## src/rtl/csa_wide_seq.sv

```systemverilog
// rtl/csa_wide_seq.sv - multi-precision add/subtract sequencer for a 16-bit carry-select adder slice
//
// Purpose: accepts W-bit operands (W = 16*WORDS) over a valid/ready handshake,
// walks them through an external 16-bit adder one slice per cycle (LSB slice
// first) with a registered carry chain, then presents the full result with
// carry-out and a signed-overflow flag until the downstream accepts it.
//
// Ports:
//   clk, rst              rising-edge clock, synchronous active-high reset
//   in_valid/in_ready     operand request handshake
//   in_a, in_b            W-bit operands
//   in_cin                carry-in for add (ignored for subtract)
//   in_sub                1 = A - B, 0 = A + B + in_cin
//   out_valid/out_ready   result handshake
//   out_sum               W-bit result
//   out_cout              final carry-out (subtract: 1 = no borrow)
//   out_ovf               two's-complement signed overflow
//   csa_a, csa_b, csa_cin slice operands and carry-in driven to the adder
//   csa_sum, csa_cout     adder result, combinational in the same cycle

module csa_wide_seq #(
   parameter int WORDS = 4
) (
   input  logic                  clk,
   input  logic                  rst,
   input  logic                  in_valid,
   output logic                  in_ready,
   input  logic [16*WORDS-1:0]   in_a,
   input  logic [16*WORDS-1:0]   in_b,
   input  logic                  in_cin,
   input  logic                  in_sub,
   output logic                  out_valid,
   input  logic                  out_ready,
   output logic [16*WORDS-1:0]   out_sum,
   output logic                  out_cout,
   output logic                  out_ovf,
   output logic [15:0]           csa_a,
   output logic [15:0]           csa_b,
   output logic                  csa_cin,
   input  logic [15:0]           csa_sum,
   input  logic                  csa_cout
);

   localparam int W  = 16 * WORDS;
   localparam int IW = (WORDS > 1) ? $clog2(WORDS) : 1;
   localparam logic [IW-1:0] LAST_IDX = IW'(WORDS - 1);

   typedef enum logic [1:0] {
      IDLE = 2'd0,
      RUN  = 2'd1,
      DONE = 2'd2
   } state_t;

   state_t          r_state;
   state_t          w_state_nxt;

   logic [W-1:0]    r_a;
   logic [W-1:0]    r_b;        // B already inverted for subtract
   logic [W-1:0]    r_sum;
   logic            r_carry;
   logic            r_cout;
   logic            r_ovf;
   logic [IW-1:0]   r_idx;

   logic            w_accept;
   logic            w_last;
   logic [IW+3:0]   w_base;     // bit offset of the current slice

   assign w_base    = {r_idx, 4'b0000};
   assign w_last    = (r_idx == LAST_IDX);

   assign out_sum   = r_sum;
   assign out_cout  = r_cout;
   assign out_ovf   = r_ovf;

   always_ff @(posedge clk) begin
      if (rst) begin
         r_state <= IDLE;
      end else begin
         r_state <= w_state_nxt;
      end
   end

   always_comb begin
      w_state_nxt = r_state;
      in_ready    = 1'b0;
      out_valid   = 1'b0;
      csa_a       = '0;
      csa_b       = '0;
      csa_cin     = 1'b0;
      w_accept    = 1'b0;
      case (r_state)
         IDLE: begin
            in_ready = 1'b1;
            if (in_valid) begin
               w_accept    = 1'b1;
               w_state_nxt = RUN;
            end
         end
         RUN: begin
            csa_a   = r_a[w_base +: 16];
            csa_b   = r_b[w_base +: 16];
            csa_cin = r_carry;
            if (w_last) begin
               w_state_nxt = DONE;
            end
         end
         DONE: begin
            out_valid = 1'b1;
            // in_ready only returns after the state register leaves DONE,
            // so there is no same-cycle accept of a new request here.
            if (out_ready) begin
               w_state_nxt = IDLE;
            end
         end
         default: begin
            w_state_nxt = IDLE;
         end
      endcase
   end

   always_ff @(posedge clk) begin
      if (rst) begin
         r_a     <= '0;
         r_b     <= '0;
         r_sum   <= '0;
         r_carry <= 1'b0;
         r_cout  <= 1'b0;
         r_ovf   <= 1'b0;
         r_idx   <= '0;
      end else begin
         case (r_state)
            IDLE: begin
               if (w_accept) begin
                  r_a     <= in_a;
                  // Subtract is A + ~B + 1, so the +1 rides in on the carry.
                  r_b     <= in_sub ? ~in_b : in_b;
                  r_carry <= in_sub ? 1'b1 : in_cin;
                  r_idx   <= '0;
               end
            end
            RUN: begin
               r_sum[w_base +: 16] <= csa_sum;
               r_carry             <= csa_cout;
               if (w_last) begin
                  r_cout <= csa_cout;
                  // Overflow: operand signs agree but the result sign differs.
                  r_ovf  <= (r_a[W-1] == r_b[W-1]) && (csa_sum[15] != r_a[W-1]);
                  r_idx  <= '0;
               end else begin
                  r_idx  <= r_idx + 1'b1;
               end
            end
            default: begin
            end
         endcase
      end
   end

endmodule

```

## config.mk

```make
export PLATFORM = sky130hd
export DESIGN_NAME = csa_wide_seq
export DESIGN_NICKNAME = d
export VERILOG_FILES = /design/src/rtl/csa_wide_seq.sv
export SDC_FILE = /design/constraint.sdc
export NUM_CORES = 1
export LEC_CHECK = 0
export ABC_AREA = 1
export CORE_MARGIN = 5
export CORE_UTILIZATION = 25
export CTS_CLUSTER_DIAMETER = 30
export DETAILED_ROUTE_END_ITERATION = 7
export GPL_TIMING_DRIVEN = 0
export PLACE_DENSITY = 0.53
export SYNTH_ARGS = -nofsm -noshare
export SYNTH_HDL_FRONTEND = slang
export SYNTH_SLANG_ARGS = --single-unit
```

## constraint.sdc

```tcl
create_clock -name clk -period 5.2 [get_ports clk]
set_input_delay 1.04 -clock clk [delete_from_list [all_inputs] [get_ports clk]]
set_output_delay 1.04 -clock clk [all_outputs]
set_load 0.01 [all_outputs]
```

Word-level counts from Yosys, hierarchy flattened --
Cells that the tools add are included.
Operators by class: shift-type cells 4, eq/ne operators 9, add/subtract/negate cells 2, reduce and logical (&&, ||, !) cells 7, mux-type cells 19, bitwise logic cells 1
Operators by type and width (count):
- $shiftx A64 B7 Y16 | 2
- $bwmux W64 | 1
- $mux W64 | 1
- $not A64 Y64 | 1
- $shift A16 B8 Y64 const A | 1
- $shiftx A16 B8 Y64 | 1
- $mux W16 | 2
- $mux W2 | 5
- $ne A2 B2 Y1 const B | 4
- $neg A6 Y8 | 1
- $mux W1 | 7
- $pmux W2 S3 | 1
- $reduce_and A2 Y1 | 3
- $eq A2 B2 Y1 const B | 2
- $pmux W2 S2 | 1
- $reduce_and A3 Y1 | 1
- $add A2 B1 Y2 const B | 1
- $eq A2 B1 Y1 const B | 1
- $logic_not A2 Y1 | 1
- $pmux W1 S2 | 1
- $reduce_bool A2 Y1 | 1
- $eq A1 B1 Y1 | 1
- $logic_and A1 B1 Y1 | 1
- $ne A1 B1 Y1 | 1
Storage, ports and cells: logic and storage cells 50, flip-flop bits (word level) 199, bits of input ports 151, output and inout port bits 101

Depth between registers and ports, before layout --
Gate-level depths: netlist of the first run.
word-level depth 4, depth in mapped cells 11, gate-level depth less buffers 7

Worst setup path after synthesis of the first run --
No wires, ideal clock.
kind register to output, start register r_idx[0], end output csa_a[7], stages on the path, launching flop included 8, path slack 2.942 ns, path buffers 3, arrival time 1.218 ns, data required time 4.160 ns, cell sequence dfxtp_1 > buf_4 > buf_4 > buf_2 > nor2_1 > nor2_1 > o21ai_0 > a21oi_1
Between the ends: longest elaborated chain between the ends 2
RTL lines:
- start: declaration | RTL line 63 | logic [IW-1:0] r_idx;
- start signal: assignment | RTL line 151 | r_idx <= r_idx + 1'b1;
- $shiftx A64 B7 Y16 | RTL line 101 | csa_a = r_a[w_base +: 16];
- $mux W16 | RTL line 92 | case (r_state)
- end: declaration | RTL line 37 | output logic [15:0] csa_a,
Every way passes these cells.

Worst setup path in the final report of the first run --
start register r_idx[1], end output csa_a[7]
The elaborated chain is that of the path after synthesis.

==> reports/metrics.cfg, run 1 <==
[status]
status = finished clean

[grt]
grt_max_degree = 19
grt_first_pass_wirelength_um = 52700
grt_pass1_vias = 9255
antenna_found_initial = 0
grt_overflow = 0
grtUsageTotal = 0.167

[timing]
setup_viol = 0
finalCritPeriodShare = 0.733
final_hold_viol_count = 0
rsz0062_at_grt = false
period_needed_ns = 3.81
finClkSkew_ns = 0.0145
worstMarginPinSlew_ns = 0.773
whs_ns = 0.465
fmax_ghz = 0.262
drv_slew = 0
relSlewSlack = 0.485
tns_ns = 0

[logic_synthesis]
ys_ff_latch = 199
async_flop_share = 0
post-synth-top-count-cell = nor2_1
synth_nets = 1462
syn-cell-area_um2 = 9110
synth_commonest_cells = nor2_1 (330), nand2_1 (272), dfxtp_1 (199)
synth_area_per_cell_um2 = 6.98
yosys.area.top_type = dfxtp_1
ys_seq_area_frac = 0.437
ys.flop_type = dfxtp_1
synthTopCellsByArea = dfxtp_1 (44%), nor2_1 (14%), nand2_1 (11%)
synthCells = 1306
yosysWarningCount = 0
yosys.cell_types.count = 25
synth_edf_count = 0
netlist.area_leader.share = 0.437

[pwr]
switching_share = 0.300
combPwrFrac = 0.197
internal-power_mw = 2.61
power_density_nw_per_um2 = 293
power_leakage_nw = 4.80
switchingPower_mw = 1.12
p_clk_frac = 0.357
seqPwrFrac = 0.446
ir_drop_mv = 0.235

[flow_run]
cap_viol_max_count = 0

[layout]
layout.nets = 1730
antennaDiodeCount = 0
finalNonFillerCells = 2055
seq_area_um2 = 3980
drive_above_1_share = 0.0643
syn2layout_area_growth_pct = 40.1
nFillCells = 3982
finalInstanceArea_um2 = 12800
final_util = 0.352
multi_input_area_um2 = 4530

[die]
rows = 70
die-area_um2 = 40400
die_w_um = 201
core_area_um2 = 36300
die_h_um = 201
pin_count = 252
start_util = 0.251

[place]
io_buffer_count = 249
place_hpwl_um = 27500
gp_congestion = 0.873
post-place-cells = 2023
place_area_um2 = 12200

[clock_network]
cts_tree = built
cts.clk_slew.worst_paths_ns = 0.07
hold_buffers = 0
cts_setup_buffers = 0
cts_buffers = 17
clk_latency_ns = 0.45
cts-root-buf = clkbuf_16
htreeDepth = 4
clk_path_buf_depth = 2
cts_sinks = 199
ctsResizeCount = 0

[worst_setup_path]
worst-setup-path-type = register to output pin
cp_max_fo = 12
cp-start-kind = register
end_kind = output pin
required_ns = 4.16
arrival_ns = 2.77

[routing]
route.detailed.drc = 0
drt-initial-drc-count = 513
wl_per_cell_um = 17.0
antenna_left = 0
dr.pass1.iters = 5
viasPerCell = 4.45
num_vias = 9138
wirelength_um = 34900

[worst_hold_path]
min_path_type = register to register

worst paths after layout:
path | start | endpoint | slack, ns | cells after the start
worst max register to register | r_idx[1] | out_sum[12] | 2.55 | 10
worst min-delay path | out_sum[18] | out_sum[18] | 0.46 | 2
worst max-delay path | r_idx[1] | csa_a[7] | 1.39 | 7
worst min register to register | out_sum[18] | out_sum[18] | 0.46 | 2
sequential cells by signal (all words and copies together), names as in the netlist:
register and flops:
out_cout 1, out_ovf 1, out_sum 64, r_a 64, r_b 64, r_carry 1, r_idx 2, r_state 2
area by class of cell:
class,instances,share of cell area
plain buffers,97,0.0398
clock buffers,20,0.0342
clock inverters,12,0.0107
inverters,24,0.00716
multi-input cells,986,0.355
flip-flops and latches,199,0.312
well taps,468,0.0459
repair buffers,249,0.195
cell usage in the layout (no fill, tap or decap), drive strengths merged:
cell           synthesis  final
inv                   21     26
clkinvlp               0      2
nor3                   2      2
o211ai                 2      2
nand3                  8      8
ha                     5      5
a21oi                152    152
clkinv                 3      7
o21ai                143    143
nor2                 335    335
dfxtp                199    199
xor2                  64     64
nand2                275    275
buf                   58     58
bufinv                 0      1
clkdlybuf4s50          0    249
clkbuf                39     59
power groups by stage:
stage / logic, mW / registers [mW] / clock network (mW)
after floorplan: 0.393 / 1.69 / 0
after global placement: 0.737 / 1.70 / 0
after detailed placement: 0.740 / 1.70 / 0
after CTS: 0.744 / 1.67 / 1.36
after global routing: 0.818 / 1.68 / 1.41
final: 0.734 / 1.67 / 1.33
critical path: stages (launching register included):
cell and delay [ns]:
dfxtp_1 0.36, buf_2 0.24, inv_1 0.13, clkbuf_1 0.36, nor2_1 0.28, o21ai_0 0.16, a21oi_1 0.22, clkdlybuf4s50_1 0.57
logic make-up (layout without fill, tap and decap cells):
family          count (synthesis)  count (layout)  share of synthesized area
simple gates                  620             620                      0.265
flops                         199             199                      0.437
compound gates                297             297                      0.164
fa+ha+maj                       5               5                    0.00687
buf+inv                       121             402                     0.0658
xor+xnor                       64              64                     0.0615
layer usage:
metal,track usage,share of wire,vias to the layer above
met5,0,0,-
met3,0.0291,0.043,45
met2,0.283,0.47,253
met1,0.216,0.46,4150
met4,0.0568,0.024,0
li1,-,-,4690
stage by stage:
stage | power, mW | setup slack (ns)
2_1_floorplan | 2.09 | 2.94
3_3_place_gp | 2.44 | 1.84
3_5_place_dp | 2.44 | 1.85
4_1_cts | 3.77 | 1.35
5_1_grt | 3.91 | 1.22
6_report | 3.73 | 1.39
(Power assumes the default switching activity.)
==> run 2, diff against run 1 <==
==> constraint.sdc (replaced) <==
create_clock -name clk -period 3.69 [get_ports clk]
set_input_delay 0.738 -clock clk [delete_from_list [all_inputs] [get_ports clk]]
set_output_delay 0.738 -clock clk [all_outputs]
set_load 0.01 [all_outputs]
==> results of run 2 <==
Same layout as run 1 (identical final DEF). Status: finished clean.
Main changes from that run: setup slack after placement 1.85 ns -> 0.645 ns; setup slack after layout 1.39 ns -> 0.179 ns; register-to-register setup slack 2.55 ns -> 1.04 ns; total power 3.73 mW -> 5.26 mW; worst IR drop on VDD 0.235 mV -> 0.331 mV
==> variant: new RTL, flow settings as in run 2 <==
Make the reset (`rst`) asynchronous in 2 clocked blocks. Comments in the files are not updated.
--- a/src/rtl/csa_wide_seq.sv
+++ b/src/rtl/csa_wide_seq.sv
@@ -75,3 +75,3 @@
 
-   always_ff @(posedge clk) begin
+   always_ff @(posedge clk or posedge rst) begin
       if (rst) begin
@@ -121,3 +121,3 @@
 
-   always_ff @(posedge clk) begin
+   always_ff @(posedge clk or posedge rst) begin
       if (rst) begin
Check against the original RTL: differs if rst is asserted again (counterexample within 4 cycles, from zero or initial values and one cycle with rst high); with rst held inactive, the same outputs for 4 cycles.
==> variant against run 2 <==
Synthesized area up 6.9%. Synthesized cell count down 5.3%. Sequential cell count unchanged. Global-route usage down 0.89 points. Die area up 6.5%. Worst hold slack better by 0.019 ns. Setup slack worse by 0.021 ns. Final area up 6.3%. Clock skew down 0.0022 ns. Wire length down 1.8%.
Power is not compared: it rests on default switching activity, and its combinational part moved more than twofold at a synthesized area within 25%.
==> variant: results (changes against run 2) <==
| Metric | Value |
|---|---|
| Hold WS | 0.484 ns (+0.0190 ns) |
| IO Port Bufs | 250 (+0.40%) |
| Met2 WL | 16,100 µm (-2.6%) |
| FF-to-FF End | out_sum[6] |
| Dpl cell area | 13,000 µm² (+6.6%) |
| Pre-antenna DRT Iters | 5 (unchanged) |
| Syn_nets | 1,393 (-4.7%) |
| Commonest cells post-synth | nand2_1 (359), dfrtp_1 (199), inv_1 (147) |
| Sequential-to-total area share from yosys stat | 0.512 (+0.0742) |
| Warnings, synthesis | 0 (unchanged) |
| Critical Path End | csa_b[13] |
| HP Start | out_sum[18] |
| Synth cell types | 24 (-4.0%) |
| VDD IR-drop max | 0.368 mV |
| Initial antenna violation count | 0 (unchanged) |
| Hpwl dp | 27,100 µm (-1.5%) |
| Pre-CTS setup slack | 0.370 ns (-0.274 ns) |
| Clk buf depth | 2 (unchanged) |
| Crit path DAT | 2.79 ns (+0.02 ns) |
| Area contributors post-synth | dfrtp_1 (51%), nand2_1 (14%), xnor2_1 (5.8%) |
| Lkg Pwr | 6.38 nW |
| Primary FF master, synth | dfrtp_1 |
| CP max stage delay | 0.59 ns (+0.02 ns) |
| Final #Nets | 1,667 (-3.6%) |
| Ys async rst share | 1.00 (+1.00) |
| Post-CTS Resized | 5 (+5) |
| Vias per inst | 4.35 (-2.2%) |
| Vias in the first global route | 9,111 (-1.6%) |
| Met2 Use GR | 0.261 (-0.0218) |
| Largest net degree at the start of global routing | 40 (+21) |
| Total length of routed met3 wires | 1770 µm (+19%) |
| Worst Tran Pin Value | 0.747 ns (-0.0259 ns) |
| Sw frac | 0.429 |
| CP delay by family, top | buffers and inverters |
| WL final | 34,300 µm (-1.8%) |
| Finished Layout Cells | 2,042 (-0.63%) |
| Reg-to-reg slack, setup | 0.83 ns (-0.21 ns) |
| Gpl congestion | 0.826 (-5.4%) |
| Post-Syn Instances | 1,237 (-5.3%) |
| GRT met1 Usage | 0.214 (-0.00187) |
| First DRT Iteration DRCs | 558 (+8.8%) |
| Outcome | completed |
| Worst reg-to-reg path cell count | 9 (-1) |
| Top Metal Used | met4 |
| Global routing met3 resource utilization | 0.0376 (+0.00855) |
| Comb pwr share | 0.503 |
| WL met1 | 16,000 µm (-0.40%) |
| Crit path from | r_idx[1] |
| Fin crit share | 0.957 (+0.00569) |
| Reg2Reg Launch Point | r_idx[0] |
| Clock skew | 0.0123 ns (-0.00219 ns) |
| Hold Path Depth | 2 (unchanged) |
| CP Max Fanout | 10 (-2) |
| Hold Path Sink | out_sum[18] |
| All-Layer GR Usage | 0.158 (-0.00889) |
| Layout cells sized above 1 | 0.0610 (-0.00325) |
| First-pass GRT wire length | 53,800 µm (+2.1%) |
==> variant: cell types whose count changed in the layout (fill, tap and decap cells not counted), moves of 32 or more <==
cell / change
dfxtp_1: -199
o21ai_0: -91
a21oi_1: -56
dfrtp_1: +199
nand2_1: +87
inv_1: +128
o21ai_1: +32
xnor2_1: +64
nand3_1: +85
nor2_1: -246
xor2_1: -64
==> variant: cells by family (layout without fill, tap and decap cells) <==
kind of cell | count (synthesis) | in the layout | synth area share
compound gates | 182 | 182 | 0.0941
fa+ha+maj | 5 | 5 | 0.00643
xor+xnor | 64 | 64 | 0.0576
flops | 199 | 199 | 0.512
simple gates | 559 | 559 | 0.236
buf+inv | 228 | 515 | 0.0942
==> variant: final cells by class <==
cell class,instances,area (µm²)
plain buffers,77,358
clock buffers,18,429
clock inverters,14,135
fillers,4131,25000
inverters,151,571
multi-input cells,810,3840
flip-flops and latches,199,4980
well taps,518,648
repair buffers,255,2610
